### src/rtl/bcd_pkg.sv
// Shared types and constants for the packed-BCD to binary converter.
// Used by bcd_digit_sub3 and bcd_to_binary_seq.
package bcd_pkg;

  typedef enum logic [1:0] {
    IDLE = 2'd0,
    CONV = 2'd1,
    DONE = 2'd2
  } state_e;

  localparam int BCD_DIGIT_W     = 4;
  localparam int BCD_MAX_DIGIT   = 9;
  localparam int BCD_CORR_THRESH = 8;
  localparam int BCD_CORR_VAL    = 3;

  // A 4-bit BCD digit above 9 cannot come from a legal decimal source.
  function automatic logic digit_invalid(input logic [BCD_DIGIT_W-1:0] d);
    return (d > BCD_DIGIT_W'(BCD_MAX_DIGIT));
  endfunction

endpackage

### src/rtl/bcd_digit_sub3.sv
// One reverse double-dabble correction cell: digits of 8 or more lose 3
// after the right shift, with no borrow into the neighbouring digit.
module bcd_digit_sub3
  import bcd_pkg::*;
(
  input  logic [BCD_DIGIT_W-1:0] d,
  output logic [BCD_DIGIT_W-1:0] q
);

  // Conditional subtract-3 on a single shifted digit.
  always_comb begin
    if (d >= BCD_DIGIT_W'(BCD_CORR_THRESH)) begin
      q = d - BCD_DIGIT_W'(BCD_CORR_VAL);
    end else begin
      q = d;
    end
  end

endmodule

### src/rtl/bcd_to_binary_seq.sv
// Sequential packed-BCD to binary converter (reverse double-dabble, one bit
// per cycle). Optional invalid-digit detection via BCD_INVALID_CHECK_EN.
module bcd_to_binary_seq
  import bcd_pkg::*;
#(
  parameter int DIGITS = 2,
  parameter int BIN_W  = 7
) (
  input  logic                          Clock,
  input  logic                          Resetn,
  input  logic                          start,
  input  logic [BCD_DIGIT_W*DIGITS-1:0] bcd_in,
  output logic                          busy,
  output logic                          done,
  output logic [BIN_W-1:0]              bin_out,
  output logic                          err
);

  localparam int BCD_W = BCD_DIGIT_W * DIGITS;
  localparam int CNT_W = $clog2(BIN_W + 1);
  localparam logic [CNT_W-1:0] CNT_LAST = CNT_W'(BIN_W - 1);

  if ((DIGITS < 1) || (DIGITS > 4)) begin : g_bad_digits
    $error("bcd_to_binary_seq: DIGITS must be in 1..4");
  end
  if ((2 ** BIN_W) <= ((10 ** DIGITS) - 1)) begin : g_bad_width
    $error("bcd_to_binary_seq: BIN_W too narrow for 10^DIGITS-1");
  end

  state_e               state_r;
  logic [BCD_W-1:0]     bcd_reg_r;
  logic [BIN_W-1:0]     bin_reg_r;
  logic [CNT_W-1:0]     cnt_r;
  logic                 busy_r;
  logic                 done_r;
  logic                 err_r;
  logic                 err_pend_r;
  logic [BIN_W-1:0]     bin_out_r;

  logic [BCD_W-1:0]     bcd_shift_s;
  logic [BCD_W-1:0]     bcd_next_s;
  logic [BIN_W-1:0]     bin_next_s;
  logic                 bad_digit_s;

  // The BCD LSB falls into the binary MSB; each digit is then corrected.
  assign bcd_shift_s = {1'b0, bcd_reg_r[BCD_W-1:1]};
  assign bin_next_s  = {bcd_reg_r[0], bin_reg_r[BIN_W-1:1]};

  for (genvar g = 0; g < DIGITS; g++) begin : g_digit
    bcd_digit_sub3 u_sub3 (
      .d (bcd_shift_s[g*BCD_DIGIT_W +: BCD_DIGIT_W]),
      .q (bcd_next_s [g*BCD_DIGIT_W +: BCD_DIGIT_W])
    );
  end

`ifdef BCD_INVALID_CHECK_EN
  // Flag any digit of the incoming word above 9.
  always_comb begin
    bad_digit_s = 1'b0;
    for (int i = 0; i < DIGITS; i++) begin
      bad_digit_s = bad_digit_s | digit_invalid(bcd_in[i*BCD_DIGIT_W +: BCD_DIGIT_W]);
    end
  end
`else
  assign bad_digit_s = 1'b0;
`endif

  // Control FSM with datapath registers; outputs lag state by one cycle so
  // busy covers the done cycle and a start during done is dropped.
  always_ff @(posedge Clock or negedge Resetn) begin
    if (!Resetn) begin
      state_r    <= IDLE;
      bcd_reg_r  <= '0;
      bin_reg_r  <= '0;
      cnt_r      <= '0;
      busy_r     <= 1'b0;
      done_r     <= 1'b0;
      err_r      <= 1'b0;
      err_pend_r <= 1'b0;
      bin_out_r  <= '0;
    end else begin
      case (state_r)
        IDLE: begin
          done_r <= 1'b0;
          if (start && !done_r) begin
            bcd_reg_r  <= bcd_in;
            bin_reg_r  <= '0;
            cnt_r      <= '0;
            err_r      <= 1'b0;
            err_pend_r <= bad_digit_s;
            busy_r     <= 1'b1;
            state_r    <= CONV;
          end else begin
            busy_r <= 1'b0;
          end
        end
        CONV: begin
          // An invalid word bypasses the shift steps entirely.
          if (err_pend_r) begin
            state_r <= DONE;
          end else begin
            bcd_reg_r <= bcd_next_s;
            bin_reg_r <= bin_next_s;
            cnt_r     <= cnt_r + CNT_W'(1);
            if (cnt_r == CNT_LAST) begin
              state_r <= DONE;
            end else begin
              state_r <= CONV;
            end
          end
        end
        DONE: begin
          done_r  <= 1'b1;
          state_r <= IDLE;
          if (err_pend_r) begin
            bin_out_r <= '0;
            err_r     <= 1'b1;
          end else begin
            bin_out_r <= bin_reg_r;
            err_r     <= 1'b0;
          end
        end
        default: begin
          state_r <= IDLE;
          busy_r  <= 1'b0;
          done_r  <= 1'b0;
        end
      endcase
    end
  end

  assign busy    = busy_r;
  assign done    = done_r;
  assign bin_out = bin_out_r;
  assign err     = err_r;

endmodule

### config.mk
export PLATFORM = sky130hd
export DESIGN_NAME = bcd_to_binary_seq
export DESIGN_NICKNAME = d
export VERILOG_FILES = /design/src/rtl/bcd_pkg.sv /design/src/rtl/bcd_digit_sub3.sv /design/src/rtl/bcd_to_binary_seq.sv
export SDC_FILE = /design/constraint.sdc
export NUM_CORES = 1
export LEC_CHECK = 0
export ABC_CLOCK_PERIOD_IN_PS = 2550
export BUFFER_PORTS_ARGS = -buffer_cell sky130_fd_sc_hd__buf_2
export CORE_UTILIZATION = 55
export DETAILED_ROUTE_END_ITERATION = 10
export MAX_ROUTING_LAYER = met4
export PLACE_DENSITY = 0.88
export SLEW_MARGIN = 20
export SYNTH_ARGS = -nofsm -noshare
export SYNTH_HDL_FRONTEND = slang
export SYNTH_SLANG_ARGS = --single-unit
### constraint.sdc
create_clock -name Clock -period 2.55 [get_ports Clock]
set_input_delay 0.255 -clock Clock [delete_from_list [all_inputs] [get_ports Clock]]
set_output_delay 0.255 -clock Clock [all_outputs]
set_load 0.02 [all_outputs]
* After elaboration in Yosys (flattened, before gate mapping)
Cells that the tools add are included.
** Storage, ports and cells
- Flip-flop bits (word level) :: 30
- Latch bits :: 0
- Memory bits (writable) :: 0
- ROM bits :: 0
- Bits of input ports :: 11
- Output and inout port bits :: 10
- Logic and storage cells :: 41
- Memories :: 0
** Cells by class
- $add $sub $neg :: 3
- $mul :: 0
- Divide/modulo/power cells :: 0
- Order comparisons :: 2
- Eq/ne operators :: 4
- Shift-type cells :: 0
- Multiplexer cells :: 16
- Bitwise gates (word level) :: 0
- Reductions and logical operators :: 8
** Operators by type and width (count)
- one-hot mux 8 bit (2 select lines) :: 1
- one-hot mux 7 bit (2 select lines) :: 1
- 2-to-1 mux 4 bit :: 2
- 2-to-1 mux 8 bit :: 1
- 2-to-1 mux 7 bit :: 1
- one-hot mux 1 bit (2 select lines) :: 3
- one-hot mux 3 bit (2 select lines) :: 1
- greater-or-equal comparator 3 x 4 -> 1 bit, second input constant :: 1
- greater-or-equal comparator 4 bit, second input constant :: 1
- 2-to-1 mux 2 bit :: 2
- one-hot mux 2 bit (2 select lines) :: 1
- AND reduction 2 bit :: 2
- nonzero test 2 bit :: 2
- subtractor 3 x 2 -> 4 bit, second input constant :: 1
- subtractor 4 x 2 -> 4 bit, second input constant :: 1
- adder 3 x 1 -> 3 bit, second input constant :: 1
- equality test 3 bit, second input constant :: 1
- 2-to-1 mux 3 bit :: 1
- equality test 2 x 1 -> 1 bit, second input constant :: 1
- equality test 2 bit, second input constant :: 1
- logical NOT 2 bit :: 1
- 2-to-1 mux 1 bit :: 2
- inequality test 2 bit, second input constant :: 1
- OR reduction 2 bit :: 1
- 2 further kinds :: 2

* Logic depth before layout (Yosys ltp)
- Depth in word-level cells :: 4
- Mapped depth :: 7

* Modules after synthesis
Synthesis repeated with hierarchy kept, for this count alone.
** Unflattened totals
- Cells, all modules :: 118
- Area, all modules :: 1493.9 µm²
** Modules (own cells, without submodules)
- bcd_to_binary_seq :: times used 1, cells each 96, area each 1341.3 µm²
- bcd_digit_sub3 :: times used 2, cells each 11, area each 76.3 µm²

* Worst setup path after synthesis
No wires, ideal clock.
- Kind :: register to register
- Start :: reg state_r[1]
- End :: reg bcd_reg_r[2]
- Setup time :: 0.119 ns
- Arrival time :: 1.325 ns
- Slack :: 1.106 ns
- Cell stages (with the launch flop) :: 7
- Path buffers :: 0
- Cell sequence :: dfrtp_1 > inv_1 > ha_1 > or3b_1 > o22ai_1 > a32oi_1 > o21a_1
** On the way
- Longest elaborated chain between the ends :: 3
- Elaborated cells between the ends (all ways) :: 6
- Those cells by class :: 2 x eq/ne; 1 x mux; 3 x reduce/logical
** RTL lines
- start, declared :: line bcd_to_binary_seq.sv:30 : state_e state_r;
- start signal, assigned :: line bcd_to_binary_seq.sv:72 : state_r <= IDLE;
- start signal, assigned :: line bcd_to_binary_seq.sv:92 : state_r <= CONV;
- start signal, assigned :: line bcd_to_binary_seq.sv:100 : state_r <= DONE;
- equality test 2 x 1 -> 1 bit or logical NOT 2 bit (tied branches) :: line bcd_to_binary_seq.sv:82 : case (state_r)
- nonzero test 2 bit (no source line) or inequality test 2 bit (tied branches)
- AND reduction 2 bit (no source line)
- end signal, assigned :: line bcd_to_binary_seq.sv:86 : bcd_reg_r <= bcd_in;
- end signal, assigned :: line bcd_to_binary_seq.sv:102 : bcd_reg_r <= bcd_next_s;
- end, declared :: line bcd_to_binary_seq.sv:31 : logic [BCD_W-1:0] bcd_reg_r;
Several ways; a longest one is shown, not always the timed one.
A chain may end at the register's enable or synchronous reset.

* Worst setup path after layout
- Start :: reg state_r[1]
- End :: reg bin_reg_r[2]
** On the way
- Longest elaborated chain between the ends :: 3
- Elaborated cells between the ends (all ways) :: 6
- Those cells by class :: 2 x eq/ne; 1 x mux; 3 x reduce/logical
** RTL lines
- equality test 2 x 1 -> 1 bit or logical NOT 2 bit (tied branches) :: line bcd_to_binary_seq.sv:82
- nonzero test 2 bit (no source line) or inequality test 2 bit (tied branches)
- AND reduction 2 bit (no source line)
- end signal, assigned :: line bcd_to_binary_seq.sv:103 : bin_reg_r <= bin_next_s;
- end, declared :: line bcd_to_binary_seq.sv:32 : logic [BIN_W-1:0] bin_reg_r;
Several ways; a longest one is shown, not always the timed one.

==> results.txt <==
----------------------------------------------------
[Die]
  Ports ... 21
  Std cell rows ... 18
  Floorplan die area ... 0.00279 sq mm
  Chip Width ... 52.8 microns
  Area of the core region ... 0.00245 sq mm
  Initial Utilization ... 57.9%
  Vertical die dimension ... 52.8 microns

[STA]
  Slew margin rel. ... 43.1%
  Peak Freq ... 0.511 GHz
  Final number of max-transition violations ... 0
  Final critical delay including setup and external delays ... 1.96 ns
  Total Neg Setup Slack ... 0 ns
  Measured slew at the worst slew-check pin ... 0.853 ns
  Unrepaired setup endpoints after global routing ... no
  Setup skew after layout ... 0.0103 ns
  Endpoints failing hold ... 0
  Part of the cycle the worst path needs ... 76.8%
  Final count of negative-setup-slack endpoints ... 0

[Yosys]
  Proportion of synthesized chip area in sequential cells ... 51.1%
  Count of distinct cell types in the synthesized netlist ... 38
  Number of synthesized flops with an enable pin ... 0
  Synthesized netlist cell count ... 126
  Async set or reset register ratio after synthesis ... 100%
  Nets in the synthesized netlist ... 144
  Post-Syn Area ... 0.00142 sq mm
  Flip-flop cell with the highest count after synthesis ... sky130_fd_sc_hd__dfrtp_1
  Count of state elements after synthesis ... 29
  Mean instance size in the synthesized netlist ... 11.3 sq um
  Number of synthesis warnings ... 0

[Clocking]
  Maximum number of buffers from clock root to sink ... 2
  Reg clk slew, reported paths ... 0.10 ns
  Count of hold buffers inserted by post-cts repair ... 1
  Clock tree from TritonCTS ... done
  CTS H-Tree Depth ... 2
  Post-CTS Setup Repair Bufs ... 0
  Clock root cell ... sky130_fd_sc_hd__clkbuf_4
  Number of gates resized after cts ... 0
  CTS sink count ... 29
  Worst-skew pair later-pin latency ... 0.33 ns
  CTS buffer count ... 5

[Setup path]
  Crit path arrival time ... 2.18 ns
  Crit-path max FO ... 24
  Critical Setup Path Class ... flip-flop to flip-flop
  Endpoint of the worst register-to-register path ... bin_reg_r[2]$_DFFE_PN0P_
  Worst Setup Start Kind ... flip-flop
  Reg2Reg Setup Slack ... 0.59 ns
  R2R cell count ... 4
  FF-to-FF Start ... state_r[1]$_DFFE_PN0P_
  Crit end category ... flip-flop
  Worst path required time ... 2.77 ns

[Min path]
  Worst Min Path Start ... bcd_in[7]
  Terminating pin of the worst hold path ... bcd_reg_r[7]$_DFFE_PN0P_
  Hold crit path type ... input pin to flip-flop
  Depth of the worst hold-timing path ... 3

[Power]
  Peak ir drop on the vdd network ... 0.000831 V
  Power per standard cell area ... 1330 mW/mm^2
  Leakage power of the design ... 0.797 nW
  Power after layout ... 0.00216 W

[Route]
  Average detailed-routed wire length per instance ... 13.9 microns
  ANT nets after route ... 0
  Starting DRC count in detailed routing ... 14
  Routed wire length ... 2.47 mm
  Total number of vias ... 994
  DRC Markers ... 0
  Per-cell via count in the routed design ... 5.62
  Total iterations of the first detailed-routing run ... 4

[Place]
  Placed cell areas ... 0.00151 sq mm
  Placed wire-length estimate after detailed placement ... 1.71 mm
  Port Buffer Count ... 19
  Last weighted congestion value of the routability-driven placer ... 0.756

[Global route]
  Initial antenna violation count ... 0
  Largest net degree at the start of global routing ... 30
  Grt ovf ... 0
  Global-route wire length before repair ... 4.18 mm
  Vias in the first global route ... 965
  Global Route Usage Sum ... 22.0%

[Final layout]
  Nets ... 164
  Layout cell share with drive strength beyond 1 ... 25.9%
  Final design area excluding fillers ... 0.00162 sq mm
  Total inserted antenna cells ... 0
  Area growth from synthesis to layout ... 13.9%
  Post-layout utilization of the core ... 66.0%

[Flow run]
  Max-cap viol count ... 0

[Outcome]
  Run status ... finished, final reports clean

----------------------------------------------------
-- worst max-delay path: stages (launching register included) --
cell	delay, ns
sky130_fd_sc_hd__dfrtp_1	0.40
sky130_fd_sc_hd__inv_1	0.10
sky130_fd_sc_hd__ha_1	0.73
sky130_fd_sc_hd__mux2i_4	0.30
sky130_fd_sc_hd__a22o_1	0.31
-- metrics by stage --
stage	setup slack, ns	hold WS (ns)	instances
6_report	0.592	0.172	177
5_1_grt	0.415	0.184	177
4_1_cts	0.603	0.164	177
3_5_place_dp	0.629	0.316	168
3_3_place_gp	0.714	0.302	168
2_1_floorplan	1.11	-0.0406	126
-- cells in the mapped netlist (2+ instances only) --
| master | instances | area, sq um |
|---|---|---|
| sky130_fd_sc_hd__a21oi_1 | 6 | 30.0 |
| sky130_fd_sc_hd__a22o_1 | 7 | 61.3 |
| sky130_fd_sc_hd__buf_2 | 2 | 10.0 |
| sky130_fd_sc_hd__buf_4 | 4 | 30.0 |
| sky130_fd_sc_hd__dfrtp_1 | 29 | 726 |
| sky130_fd_sc_hd__ha_1 | 7 | 87.6 |
| sky130_fd_sc_hd__inv_1 | 5 | 18.8 |
| sky130_fd_sc_hd__mux2_2 | 7 | 78.8 |
| sky130_fd_sc_hd__mux2i_1 | 4 | 40.0 |
| sky130_fd_sc_hd__nand2_1 | 9 | 33.8 |
| sky130_fd_sc_hd__nand2b_1 | 2 | 12.5 |
| sky130_fd_sc_hd__nor2_1 | 4 | 15.0 |
| sky130_fd_sc_hd__nor2b_1 | 2 | 12.5 |
| sky130_fd_sc_hd__o21ai_0 | 2 | 10.0 |
| sky130_fd_sc_hd__o21ai_1 | 9 | 45.0 |
| sky130_fd_sc_hd__o22ai_1 | 3 | 18.8 |
| sky130_fd_sc_hd__o31ai_1 | 2 | 15.0 |
| sky130_fd_sc_hd__xnor2_1 | 2 | 17.5 |
-- sequential cells by signal, indices dropped and copies added, names as in the netlist --
signal     cells
bcd_reg_r      8
bin_out        7
bin_reg_r      7
cnt_r          3
state_r        2
busy           1
done           1
-- worst max path at each step --
stage	startpoint	endpoint	slack [ns]	cells after the start
after global routing	state_r[1]$_DFFE_PN0P_	bin_reg_r[2]$_DFFE_PN0P_	0.42	4
after CTS	state_r[1]$_DFFE_PN0P_	bin_reg_r[2]$_DFFE_PN0P_	0.60	4
after floorplan	state_r[1]$_DFFE_PN0P_	bcd_reg_r[2]$_DFFE_PN0P_	1.11	6
after global placement	state_r[0]$_DFFE_PN0P_	bcd_reg_r[2]$_DFFE_PN0P_	0.71	5
after detailed placement	state_r[1]$_DFFE_PN0P_	bin_reg_r[5]$_DFFE_PN0P_	0.63	4
final	state_r[1]$_DFFE_PN0P_	bin_reg_r[2]$_DFFE_PN0P_	0.59	4
-- kinds of logic (layout without fill, tap and decap cells) --
| group | Yosys count | after routing | synth area share [%] |
|---|---|---|---|
| AO/OA/AOI/OAI | 35 | 35 | 16.3 |
| XOR/XNOR | 2 | 2 | 1.23 |
| adder cells (fa/ha/maj) | 7 | 7 | 6.16 |
| buffers and inverters | 14 | 35 | 5.46 |
| flip-flops | 29 | 29 | 51.1 |
| multiplexers | 13 | 13 | 10.7 |
| other | 1 | 1 | 0.264 |
| AND/OR/NAND/NOR | 25 | 25 | 8.80 |
-- routing by layer --
layer	vias to the layer above	global-route usage, %	routed length (microns)
met5	-	-	0
met3	7	7.25	94
met1	479	27.4	1160
met2	15	33.1	1170
li1	493	-	-
met4	0	8.77	40
-- cell usage in the layout (no fill, tap or decap), types with 2 or more instances in the layout --
master,n
sky130_fd_sc_hd__a21oi_1,6
sky130_fd_sc_hd__a22o_1,7
sky130_fd_sc_hd__buf_2,19
sky130_fd_sc_hd__bufinv_16,2
sky130_fd_sc_hd__clkbuf_4,5
sky130_fd_sc_hd__dfrtp_1,29
sky130_fd_sc_hd__ha_1,7
sky130_fd_sc_hd__inv_1,5
sky130_fd_sc_hd__mux2_2,7
sky130_fd_sc_hd__mux2i_1,4
sky130_fd_sc_hd__nand2_1,9
sky130_fd_sc_hd__nand2b_1,2
sky130_fd_sc_hd__nor2_1,4
sky130_fd_sc_hd__nor2b_1,2
sky130_fd_sc_hd__o21ai_0,2
sky130_fd_sc_hd__o21ai_1,9
sky130_fd_sc_hd__o22ai_1,3
sky130_fd_sc_hd__o31ai_1,2
sky130_fd_sc_hd__xnor2_1,2
-- power breakdown --
group	switching [W]	internal, W	total (W)
Sequential	0.000149	0.000648	0.000797
Clock	0.000169	0.000303	0.000472
Combinational	0.000494	0.000392	0.000886
Total	0.000811	0.00134	0.00216
-- final cells by class --
class | instances | area (sq um)
Clock inverter | 3 | 65.1
Clock buffer | 5 | 37.5
Timing Repair Buffer | 21 | 113
Multi-Input combinational cell | 83 | 618
Inverter | 6 | 22.5
Sequential cell | 29 | 726
Fill cell | 189 | 836
Tap cell | 30 | 37.5
No activity file was read; power rests on OpenSTA's default activity.
